<file path="config.mk">
export PLATFORM = sky130hd
export DESIGN_NAME = csr_file_flat
export DESIGN_NICKNAME = d
export VERILOG_FILES = /design/src/rtl/csr_file_pkg.sv /design/src/rtl/csr_file_if.sv /design/src/rtl/csr_file_counter.sv /design/src/rtl/csr_file.sv /design/src/flat_wrapper.sv
export SDC_FILE = /design/constraint.sdc
export NUM_CORES = 1
export LEC_CHECK = 0
export CORE_MARGIN = 1
export CORE_UTILIZATION = 52
export DETAILED_ROUTE_END_ITERATION = 7
export GPL_ROUTABILITY_DRIVEN = 1
export PLACE_DENSITY = 0.76
export SLEW_MARGIN = 5
export SYNTH_ARGS = -nofsm -noshare
export SYNTH_HDL_FRONTEND = slang
export SYNTH_HIERARCHICAL = 1
export SYNTH_SLANG_ARGS = --single-unit
</file>
<file path="constraint.sdc">
create_clock -name clock -period 7.6 [get_ports clock]
set_input_delay 1.14 -clock clock [delete_from_list [all_inputs] [get_ports clock]]
set_output_delay 1.14 -clock clock [all_outputs]
set_load 0.01 [all_outputs]
</file>
<file path="src/rtl/csr_file_pkg.sv">
// Shared constants, port structs and address decode helper for the machine-mode CSR file.
package csr_file_pkg;

   localparam logic [11:0] CSR_MSTATUS   = 12'h300;
   localparam logic [11:0] CSR_MISA      = 12'h301;
   localparam logic [11:0] CSR_MIE       = 12'h304;
   localparam logic [11:0] CSR_MTVEC     = 12'h305;
   localparam logic [11:0] CSR_MSCRATCH  = 12'h340;
   localparam logic [11:0] CSR_MEPC      = 12'h341;
   localparam logic [11:0] CSR_MCAUSE    = 12'h342;
   localparam logic [11:0] CSR_MTVAL     = 12'h343;
   localparam logic [11:0] CSR_MIP       = 12'h344;
   localparam logic [11:0] CSR_MCYCLE    = 12'hB00;
   localparam logic [11:0] CSR_MCYCLEH   = 12'hB80;
   localparam logic [11:0] CSR_MINSTRET  = 12'hB02;
   localparam logic [11:0] CSR_MINSTRETH = 12'hB82;
   localparam logic [11:0] CSR_CYCLE     = 12'hC00;
   localparam logic [11:0] CSR_CYCLEH    = 12'hC80;
   localparam logic [11:0] CSR_INSTRET   = 12'hC02;
   localparam logic [11:0] CSR_INSTRETH  = 12'hC82;
   localparam logic [11:0] CSR_MVENDORID = 12'hF11;
   localparam logic [11:0] CSR_MARCHID   = 12'hF12;
   localparam logic [11:0] CSR_MIMPID    = 12'hF13;
   localparam logic [11:0] CSR_MHARTID   = 12'hF14;

   localparam logic [31:0] MISA_VALUE = 32'h4000_1100;

   localparam int MSTATUS_MIE  = 3;
   localparam int MSTATUS_MPIE = 7;
   localparam int MIE_MSIE     = 3;
   localparam int MIE_MTIE     = 7;
   localparam int MIE_MEIE     = 11;
   localparam logic [31:0] MIE_MASK = (32'd1 << MIE_MEIE) | (32'd1 << MIE_MTIE) | (32'd1 << MIE_MSIE);

   typedef struct packed {
      logic [11:0] raddr;
      logic        wintent;
      logic        wren;
      logic [11:0] waddr;
      logic [31:0] wdata;
      logic        inst_ret;
      logic        exception;
      logic [31:0] epc;
      logic [31:0] ecause;
      logic [31:0] etval;
      logic        mret;
      logic        meip;
      logic        mtip;
      logic        msip;
   } csr_file_in_type;

   typedef struct packed {
      logic [31:0] rdata;
      logic        illegal;
      logic        irq;
      logic [31:0] tvec;
      logic [31:0] mepc_o;
   } csr_file_out_type;

   function automatic logic csr_implemented(input logic [11:0] addr);
      case (addr)
         CSR_MSTATUS, CSR_MISA, CSR_MIE, CSR_MTVEC, CSR_MSCRATCH, CSR_MEPC,
         CSR_MCAUSE, CSR_MTVAL, CSR_MIP, CSR_MCYCLE, CSR_MCYCLEH, CSR_MINSTRET,
         CSR_MINSTRETH, CSR_CYCLE, CSR_CYCLEH, CSR_INSTRET, CSR_INSTRETH,
         CSR_MVENDORID, CSR_MARCHID, CSR_MIMPID, CSR_MHARTID: return 1'b1;
         default: return 1'b0;
      endcase
   endfunction

endpackage

</file>
<file path="src/rtl/csr_file_if.sv">
// Bundles the pipeline-side request and response of the CSR file.
// Reads are combinational on req.raddr; req.wren commits req.wdata to req.waddr at the next edge.
interface csr_file_if;
   csr_file_pkg::csr_file_in_type  req;
   csr_file_pkg::csr_file_out_type rsp;

   modport master (output req, input rsp);
   modport slave  (input req, output rsp);
endinterface

</file>
<file path="src/rtl/csr_file_counter.sv">
// 64-bit wrapping counter; any half-write replaces that half and suppresses the increment.
module csr_counter (
   input  logic        clock,
   input  logic        reset,
   input  logic        inc_i,
   input  logic        wr_lo_i,
   input  logic        wr_hi_i,
   input  logic [31:0] wdata_i,
   output logic [63:0] value_o
);
   logic [63:0] count_q, count_d;

   always_comb begin
      count_d = count_q;
      if (wr_lo_i || wr_hi_i) begin
         if (wr_lo_i) count_d[31:0]  = wdata_i;
         if (wr_hi_i) count_d[63:32] = wdata_i;
      end else if (inc_i) begin
         count_d = count_q + 64'd1;
      end
   end

   always_ff @(posedge clock or posedge reset) begin
      if (reset) count_q <= '0;
      else       count_q <= count_d;
   end

   assign value_o = count_q;
endmodule

</file>
<file path="src/rtl/csr_file.sv">
// Machine-mode CSR file: combinational read port, next-edge commit, trap state,
// cycle/instret counters and interrupt request.
module csr_file
   import csr_file_pkg::*;
#(
   parameter logic [31:0] HARTID      = 32'h0,
   parameter logic [31:0] MTVEC_RESET = 32'h0
) (
   input logic        clock,
   input logic        reset,
   csr_file_if.slave  bus
);
   csr_file_in_type  req;
   csr_file_out_type rsp;

   logic        mie_en_q, mie_en_d;
   logic        mpie_q, mpie_d;
   logic [31:0] mie_q, mie_d;
   logic [29:0] mtvec_base_q, mtvec_base_d;
   logic        mtvec_mode_q, mtvec_mode_d;
   logic [31:0] mscratch_q, mscratch_d;
   logic [31:0] mepc_q, mepc_d;
   logic [31:0] mcause_q, mcause_d;
   logic [31:0] mtval_q, mtval_d;
   logic [63:0] mcycle, minstret;
   logic [31:0] mstatus_rd, mip_rd, mtvec_rd, tvec_base;

   assign req = bus.req;

   csr_counter u_mcycle (
      .clock(clock), .reset(reset), .inc_i(1'b1),
      .wr_lo_i(req.wren && req.waddr == CSR_MCYCLE),
      .wr_hi_i(req.wren && req.waddr == CSR_MCYCLEH),
      .wdata_i(req.wdata), .value_o(mcycle)
   );

   csr_counter u_minstret (
      .clock(clock), .reset(reset), .inc_i(req.inst_ret),
      .wr_lo_i(req.wren && req.waddr == CSR_MINSTRET),
      .wr_hi_i(req.wren && req.waddr == CSR_MINSTRETH),
      .wdata_i(req.wdata), .value_o(minstret)
   );

   // Applied lowest priority first so trap entry and mret overwrite only the fields they own.
   always_comb begin
      mie_en_d     = mie_en_q;
      mpie_d       = mpie_q;
      mie_d        = mie_q;
      mtvec_base_d = mtvec_base_q;
      mtvec_mode_d = mtvec_mode_q;
      mscratch_d   = mscratch_q;
      mepc_d       = mepc_q;
      mcause_d     = mcause_q;
      mtval_d      = mtval_q;
      if (req.wren) begin
         case (req.waddr)
            CSR_MSTATUS: begin
               mie_en_d = req.wdata[MSTATUS_MIE];
               mpie_d   = req.wdata[MSTATUS_MPIE];
            end
            CSR_MIE:      mie_d = req.wdata & MIE_MASK;
            CSR_MTVEC: begin
               mtvec_base_d = req.wdata[31:2];
               mtvec_mode_d = (req.wdata[1:0] == 2'b01);
            end
            CSR_MSCRATCH: mscratch_d = req.wdata;
            CSR_MEPC:     mepc_d     = req.wdata & ~32'h3;
            CSR_MCAUSE:   mcause_d   = req.wdata;
            CSR_MTVAL:    mtval_d    = req.wdata;
            default: ;
         endcase
      end
      if (req.mret) begin
         mie_en_d = mpie_q;
         mpie_d   = 1'b1;
      end
      if (req.exception) begin
         mepc_d   = req.epc & ~32'h3;
         mcause_d = req.ecause;
         mtval_d  = req.etval;
         mpie_d   = mie_en_q;
         mie_en_d = 1'b0;
      end
   end

   always_ff @(posedge clock or posedge reset) begin
      if (reset) begin
         mie_en_q     <= 1'b0;
         mpie_q       <= 1'b0;
         mie_q        <= '0;
         mtvec_base_q <= MTVEC_RESET[31:2];
         mtvec_mode_q <= (MTVEC_RESET[1:0] == 2'b01);
         mscratch_q   <= '0;
         mepc_q       <= '0;
         mcause_q     <= '0;
         mtval_q      <= '0;
      end else begin
         mie_en_q     <= mie_en_d;
         mpie_q       <= mpie_d;
         mie_q        <= mie_d;
         mtvec_base_q <= mtvec_base_d;
         mtvec_mode_q <= mtvec_mode_d;
         mscratch_q   <= mscratch_d;
         mepc_q       <= mepc_d;
         mcause_q     <= mcause_d;
         mtval_q      <= mtval_d;
      end
   end

   always_comb begin
      mstatus_rd = 32'h0000_1800;
      mstatus_rd[MSTATUS_MIE]  = mie_en_q;
      mstatus_rd[MSTATUS_MPIE] = mpie_q;
      mip_rd = '0;
      mip_rd[MIE_MEIE] = req.meip;
      mip_rd[MIE_MTIE] = req.mtip;
      mip_rd[MIE_MSIE] = req.msip;
   end

   assign tvec_base = {mtvec_base_q, 2'b00};
   assign mtvec_rd  = {mtvec_base_q, 1'b0, mtvec_mode_q};

   always_comb begin
      rsp.rdata = '0;
      case (req.raddr)
         CSR_MSTATUS:               rsp.rdata = mstatus_rd;
         CSR_MISA:                  rsp.rdata = MISA_VALUE;
         CSR_MIE:                   rsp.rdata = mie_q;
         CSR_MTVEC:                 rsp.rdata = mtvec_rd;
         CSR_MSCRATCH:              rsp.rdata = mscratch_q;
         CSR_MEPC:                  rsp.rdata = mepc_q;
         CSR_MCAUSE:                rsp.rdata = mcause_q;
         CSR_MTVAL:                 rsp.rdata = mtval_q;
         CSR_MIP:                   rsp.rdata = mip_rd;
         CSR_MCYCLE,   CSR_CYCLE:   rsp.rdata = mcycle[31:0];
         CSR_MCYCLEH,  CSR_CYCLEH:  rsp.rdata = mcycle[63:32];
         CSR_MINSTRET, CSR_INSTRET: rsp.rdata = minstret[31:0];
         CSR_MINSTRETH,CSR_INSTRETH:rsp.rdata = minstret[63:32];
         CSR_MHARTID:               rsp.rdata = HARTID;
         default:                   rsp.rdata = '0;
      endcase
      rsp.illegal = !csr_implemented(req.raddr) || (req.wintent && req.raddr[11:10] == 2'b11);
      rsp.irq     = mie_en_q && |(mie_q & mip_rd);
      rsp.tvec    = (mtvec_mode_q && req.ecause[31])
                    ? tvec_base + {25'b0, req.ecause[4:0], 2'b00} : tvec_base;
      rsp.mepc_o  = mepc_q;
   end

   assign bus.rsp = rsp;
endmodule

</file>
<file path="src/flat_wrapper.sv">
// flat-port wrapper written by rule: the top's interface ports become plain ports
module csr_file_flat import csr_file_pkg::*;
#(
   parameter logic [31:0] HARTID      = 32'h0,
   parameter logic [31:0] MTVEC_RESET = 32'h0
)
  (clock, reset, bus_req, bus_rsp);
  csr_file_if bus_i ();
  input logic clock;
  input logic reset;
  input wire logic [$bits(bus_i.req)-1:0] bus_req;
  output wire logic [$bits(bus_i.rsp)-1:0] bus_rsp;
  assign bus_i.req = bus_req;
  assign bus_rsp = bus_i.rsp;
  csr_file #(.HARTID(HARTID), .MTVEC_RESET(MTVEC_RESET)) u_core (.clock(clock), .reset(reset), .bus(bus_i));
endmodule
</file>
==> metrics.md, run 1 <==
| Metric | Value |
|---|---|
| Fmax | between 0.15 and 0.2 GHz |
| HPWL Detailed | 56600 µm |
| Remaining DRCs | 0 |
| Post-synthesis sequential area ratio | 37.8% |
| Syn. warnings | 6 |
| CP max FO | 29 |
| Core area | 36400 µm² |
| Number of distinct library cells after synthesis | 93 |
| Ports | between 200 and 300 |
| Worst setup EP type | output port |
| Largest net degree at the start of global routing | roughly 120 |
| Setup TNS | 0 ns |
| Post-synth top area share | 37.8% |
| DR vias/cell | 7.19 |
| FP Rows | 70 |
| Final Hold Vio Count | 0 |
| Setup Viol. Count Final | 0 |
| Mean Syn Cell Area | 9.38 µm² |
| Die Area | around 38000 µm² |
| Post-synth top area cell | dfrtp_1 |
| Antenna violations before repair | 3 |
| Hold Startpoint | u_core/mscratch_q[28] |
| Synth area leaders | dfrtp_1 38%, a221o_1 5.2%, mux2_2 5.0%, nor3b_1 3.9%, mux2i_1 3.6% |
| Slowest stage delay, CP | about 0.76 ns |
| TritonCTS clock tree | done |
| Status | complete, no violations |
| Worst path most repeated cell | clkdlybuf4s50_1 |
| CP arrival | 4.87 ns |
| Clk root buf | clkbuf_16 |
| Worst EP required | 6.46 ns |
| Clk Latency, worst-skew pair | 0.56 ns |
| Total gr overflow | 0 |
| Most common cell in the netlist | dfrtp_1 |
| Maximum VDD drop | around 130 µV |
| Max-slew violations | 0 |
| Port Buffers | around 250 |
| Initial DRC Count | 2618 |
| First-pass GRT wire length | 117000 µm |
| H-tree depth | 2 |
| Hold_ws | roughly 0.51 ns |
| Die H | 194 µm |
| Starting density of the core | a little over half |
| Startpoint types | input port |
| Cell area power density | 180 nW/µm² |
| Post-DP Area | 21800 µm² |
| Via count | 19500 |
| Clock Skew | 0.0206 ns |
| Routability Congestion | 1.03 |
| R2r setup slk | approximately 4.6 ns |
| CP startpoint | bus_req[151] |
| Ys async rst share | 100% |
| Commonest cells in the synthesized netlist | 290 x dfrtp_1, 165 x nand2_1, 120 x nor2_1, 100 x nor3b_1, 99 x a221o_1 |
| Final std cells w/o fill | about 2700 |
| RSZ-0062 raised after global routing | no |
| Min Tclk post-route | 6.01 ns |
| Mapped Cells | 2048 |
| Slew @ Worst Pin | about 1.3 ns |
| P_leak | 9.00 nW |
| Post-DR wirelength/cell | 29.1 µm |
| Synth Flop Type | dfrtp_1 |
| MaxCap Viol Count | 0 |
| Number of global-route vias before repair | between 15000 and 20000 |
| WS Path Type | in -> out |
| Detail Route Antenna Nets | 0 |
| Num Clock Sinks | 290 |
| Die W | a little under 200 µm |
| FF-to-FF Start | u_core/u_mcycle/value_o[5] |
| Dpl cells | 2647 |
| Slowest CP cell | nand2b_1 |
| Mapped cell area | 19200 µm² |
| Routed wire length | just under 80000 µm |
| Clk slew on worst S/H paths | 0.06 ns |
| GRT Total Usage | between 40% and 50% |
| Post-synth EDFFs | 0 |
| Synth Register Bits | 290 |
| Tcrit/Tclk final | between 70% and 80% |
| Post-CTS sizing | 0 |
| Post-CTS Setup Repair Bufs | 0 |
| Area Overhead vs Synth | 19.6% |
| CP Cell Sequence | clkdlybuf4s50_1, nor3_1, a21boi_2, nand2b_1, o22a_1, o221ai_1, clkdlybuf4s50_1 |
| CTS max path bufs | 3 |
| Share of layout cells above drive strength 1 | 10.4% |
| Hold Path Class | reg -> reg |
| CTS buffer count | 36 |
| Post-CTS Hold Buffers | 0 |
| Layout Nets | roughly 2400 |
| Post-route cell area | 23000 µm² |
| Slew HR | around 12% |
| TritonRoute pass-1 iters | 7 |
logic make-up after synthesis:
logic type | count (synthesis) | share of synthesized area, %
adders and majority gates | 8 | 0.560
muxes | 164 | 9.70
DFF | 290 | 37.8
xor gates and xnor gates | 68 | 3.10
AOI/OAI and AO/OA | 484 | 18.8
other | 2 | 0.0391
buffers and inverters | 186 | 4.65
and+or+nand+nor | 846 | 25.4
report_power, final:
group          leakage (nW)  switching [W]  internal [W]
Combinational          4.71       0.000337      0.000281
Clock                 0.564       0.000710       0.00101
Sequential             3.73       0.000154       0.00165
cells in the final DEF, fill, tap and decap left out, types with 19 or more instances in the layout:
master and instances:
buf_4 27, inv_1 24, o22ai_1 34, xor2_1 19, nor3b_1 99, a221o_1 99, and3_1 24, nand4_1 55
mux2_2 86, nor2_1 115, o21ai_0 81, nand2_1 165, nor4_1 52, a31oi_1 41, clkdlybuf4s50_1 250, dfrtp_1 290
a22oi_1 36, nor3_1 51, a21oi_1 57, xnor2_1 49, clkbuf_16 37, and4_1 29, or3_1 19, nand3_1 79
mux2i_1 69, nor2b_1 44
routing by layer:
metal  share of wire (%)  GRT usage (%)  up-vias  routed length, µm
met4                 4.8           17.9        2               3820
li1                    -              -     8185                  -
met2                  44           63.3     1499              34900
met1                  38           55.8     9523              30200
met5               0.016              0        -                 13
met3                  13           8.96      266              10100
final timing paths:
path	endpoint	depth (start not counted)
min in group asynchronous	u_core/mtvec_base_q[15]	2
hold / removal	u_core/mscratch_q[28]	1
hold reg to reg	u_core/mscratch_q[28]	1
max in group asynchronous	u_core/mcause_q[12]	3
setup / recovery	bus_rsp[92]	7
setup reg to reg	u_core/u_mcycle/value_o[40]	5
sequential cells by signal (all words and copies together), names as in the netlist, 3 cells and up:
register	cells
u_core/mscratch_q	32
u_core/u_mcycle/value_o	64
u_core/mtvec_base_q	30
u_core/u_minstret/value_o	64
u_core/mie_q	3
u_core/mtval_q	32
u_core/mcause_q	32
u_core/mepc_q	30
stage by stage:
stage / utilization (%) / total power [W] / setup WS, ns
floorplan: - / 0.00210 / 2.08
global placement: 59.9 / 0.00240 / 1.71
detailed placement: 59.9 / 0.00242 / 1.72
CTS: 63.0 / 0.00412 / 1.68
global route: 63.0 / 0.00425 / 1.41
finish: 63.0 / 0.00414 / 1.59
final cells by class:
type,count,area [µm²]
fillers,3077,13500
inverters,27,106
repair buffers,280,2740
diodes,1,2.50
flip-flops and latches,290,7260
clock buffers,54,1070
clock inverters,8,78.8
well taps,468,586
multi-input cells,1582,11100
critical path: cells and delay by family:
family / cells / cell delay [ns]
and+or+nand+nor: 2 / 1.35
buffers and inverters: 2 / 1.31
AOI/OAI and AO/OA: 3 / 1.06
No activity file was read; power rests on OpenSTA's default activity.
==> run 2: changes to the inputs <==
Clock period 7.6 ns to 6.25 ns, I/O delays scaled along.
==> run 2 against run 1 <==
Against the previous run:
- sequential share of layout area decreased by 0.16 points
- routed wire length increased by 1.9%
- clock power increased by 27%
- largest cell class unchanged
==> metrics.md, run 2 (synthesis gave the netlist of run 1 again) <==
| Metric | Value |
|---|---|
| Largest net degree at the start of global routing | 147 |
| CP max FO | 6 |
| Clk root buf | clkbuf_16 |
| Post-route cell area | around 23000 µm² |
| Die Area | between 30000 and 40000 µm² |
| Post-CTS Setup Repair Bufs | 0 |
| Remaining DRCs | 0 |
| Fill cell count | 3101 |
| Cell area power density | 222 nW/µm² |
| Initial DRC Count | 2522 |
| HPWL Detailed | 58000 µm |
| Layout Nets | 2395 |
| Detail Route Antenna Nets | 0 |
| Post-CTS Hold Buffers | 0 |
| CTS max path bufs | 3 |
| MaxCap Viol Count | 0 |
| CTS buffer count | 35 |
| Hold Path Class | reg -> reg |
| Core area | 36400 µm² |
| Num Clock Sinks | 290 |
| TritonCTS clock tree | done |
| Slowest CP cell | clkdlybuf4s50_1 |
| Worst EP required | 5.31 ns |
| Die W | about 190 µm |
| WS Path Type | in -> out |
| Maximum VDD drop | between 150 and 200 µV |
| Port Buffers | about 250 |
| CP Cell Sequence | clkdlybuf4s50_1, ha_1, o21ai_0, o21ai_0, nand3_1, nor3_1, xnor2_1, clkdlybuf4s50_1 |
| Reg-to-Reg End | u_core/u_minstret/value_o[40] |
| Post-DP Area | 21900 µm² |
| Startpoint types | input port |
| Die H | 194 µm |
| Via count | 19200 |
| Worst r2r path cells | 5 |
| FF-to-FF Start | u_core/u_minstret/value_o[23] |
| Hold Startpoint | u_core/mscratch_q[21] |
| Min setup slack post-route | 1.19 ns |
| Min Tclk post-route | between 5 and 6 ns |
| Status | complete, no violations |
| Total gr overflow | 0 |
| Commonest non-fill, non-tap cell in the layout | dfrtp_1 |
| Slew @ Worst Pin | 1.09 ns |
| Clk slew on worst S/H paths | 0.06 ns |
| Routability Congestion | 1.03 |
| FP Rows | 70 |
| Setup TNS | 0 ns |
| R2r setup slk | around 3.2 ns |
| PnR Total Power | 0.00512 W |
| RSZ-0062 raised after global routing | no |
| P_leak | ~9 nW |
| GRT Total Usage | 42.0% |
| Tcrit/Tclk final | 80.9% |
| Final Hold Vio Count | 0 |
| Routed wire length | around 80000 µm |
| Clock Skew | roughly 0.022 ns |
| Setup Viol. Count Final | 0 |
| Post-CTS sizing | 0 |
| Setup WS pre-CTS | ~1.3 ns |
| Max-slew violations | 0 |
| Slew HR | between 20 and 30% |
| Post-DR wirelength/cell | 29.6 µm |
| First-pass GRT wire length | between 100000 and 150000 µm |
| Clk Latency, worst-skew pair | 0.58 ns |
| Hold EP | u_core/mscratch_q[21] |
| Starting density of the core | 52.7% |
| Hold Path Depth | 1 |
| Antenna violations before repair | 2 |
| Most frequent cells in the layout | 290 x dfrtp_1, 250 x clkdlybuf4s50_1, 165 x nand2_1 |
| H-tree depth | 2 |
| CP arrival | 4.12 ns |
| Share of layout cells above drive strength 1 | 10.7% |
| DR vias/cell | 7.08 |
| Area Overhead vs Synth | 20.2% |
| Ports | 260 |
| Worst setup EP type | output port |
| TritonRoute pass-1 iters | 6 |
| Fmax | approximately 0.2 GHz |
| Slowest stage delay, CP | 0.61 ns |
| Number of global-route vias before repair | 17900 |
## run 2: cell type report
class	count	area [µm²]	share of cell area [%]
timing repair buffer	289	2800	12.1
inverter	27	106	0.461
tap	468	586	2.54
antenna	1	2.50	0.0108
clock inverter	10	190	0.824
sequential	290	7260	31.4
multi-input combinational	1582	11100	48.2
clock buffer	50	1010	4.39
## run 2: through the flow
step | util, % | hold WS [ns] | instances
2_1_floorplan | - | 0.476 | 2058
3_3_place_gp | 60.0 | 0.484 | 2656
3_5_place_dp | 60.0 | 0.494 | 2656
4_1_cts | 63.3 | 0.508 | 2716
5_1_grt | 63.3 | 0.524 | 2716
6_report | 63.3 | 0.505 | 2717
## run 2: worst max path at each step
stage | startpoint | endpoint | slack, ns | depth (start not counted)
floorplan | reset | u_core/mcause_q[0] | 0.94 | 1
global placement | bus_req[151] | bus_rsp[92] | 1.25 | 9
detailed placement | bus_req[151] | bus_rsp[92] | 1.27 | 9
CTS | bus_req[151] | bus_rsp[92] | 1.25 | 9
global route | bus_req[151] | bus_rsp[92] | 1.08 | 9
finish | bus_req[38] | bus_rsp[61] | 1.19 | 8
## run 2: worst max-delay path: cells and delay by family
kind | cells | cell delay (ns)
buf+inv | 2 | 1.08
simple gates | 2 | 0.77
compound gates | 2 | 0.71
fa+ha+maj | 1 | 0.39
xor+xnor | 1 | 0.23
## run 2: report_power, final
group	switching (W)	internal (W)	total (W)
combinational	0.000412	0.000342	0.000753
sequential	0.000189	0.00200	0.00219
clock	0.000879	0.00130	0.00218
total	0.00148	0.00364	0.00512
## run 2: per-layer routing
metal	wire [µm]	global-route usage [%]
met5	0	0
met4	3770	18.6
met3	9860	11.1
met2	35300	64.2
met1	31500	55.9
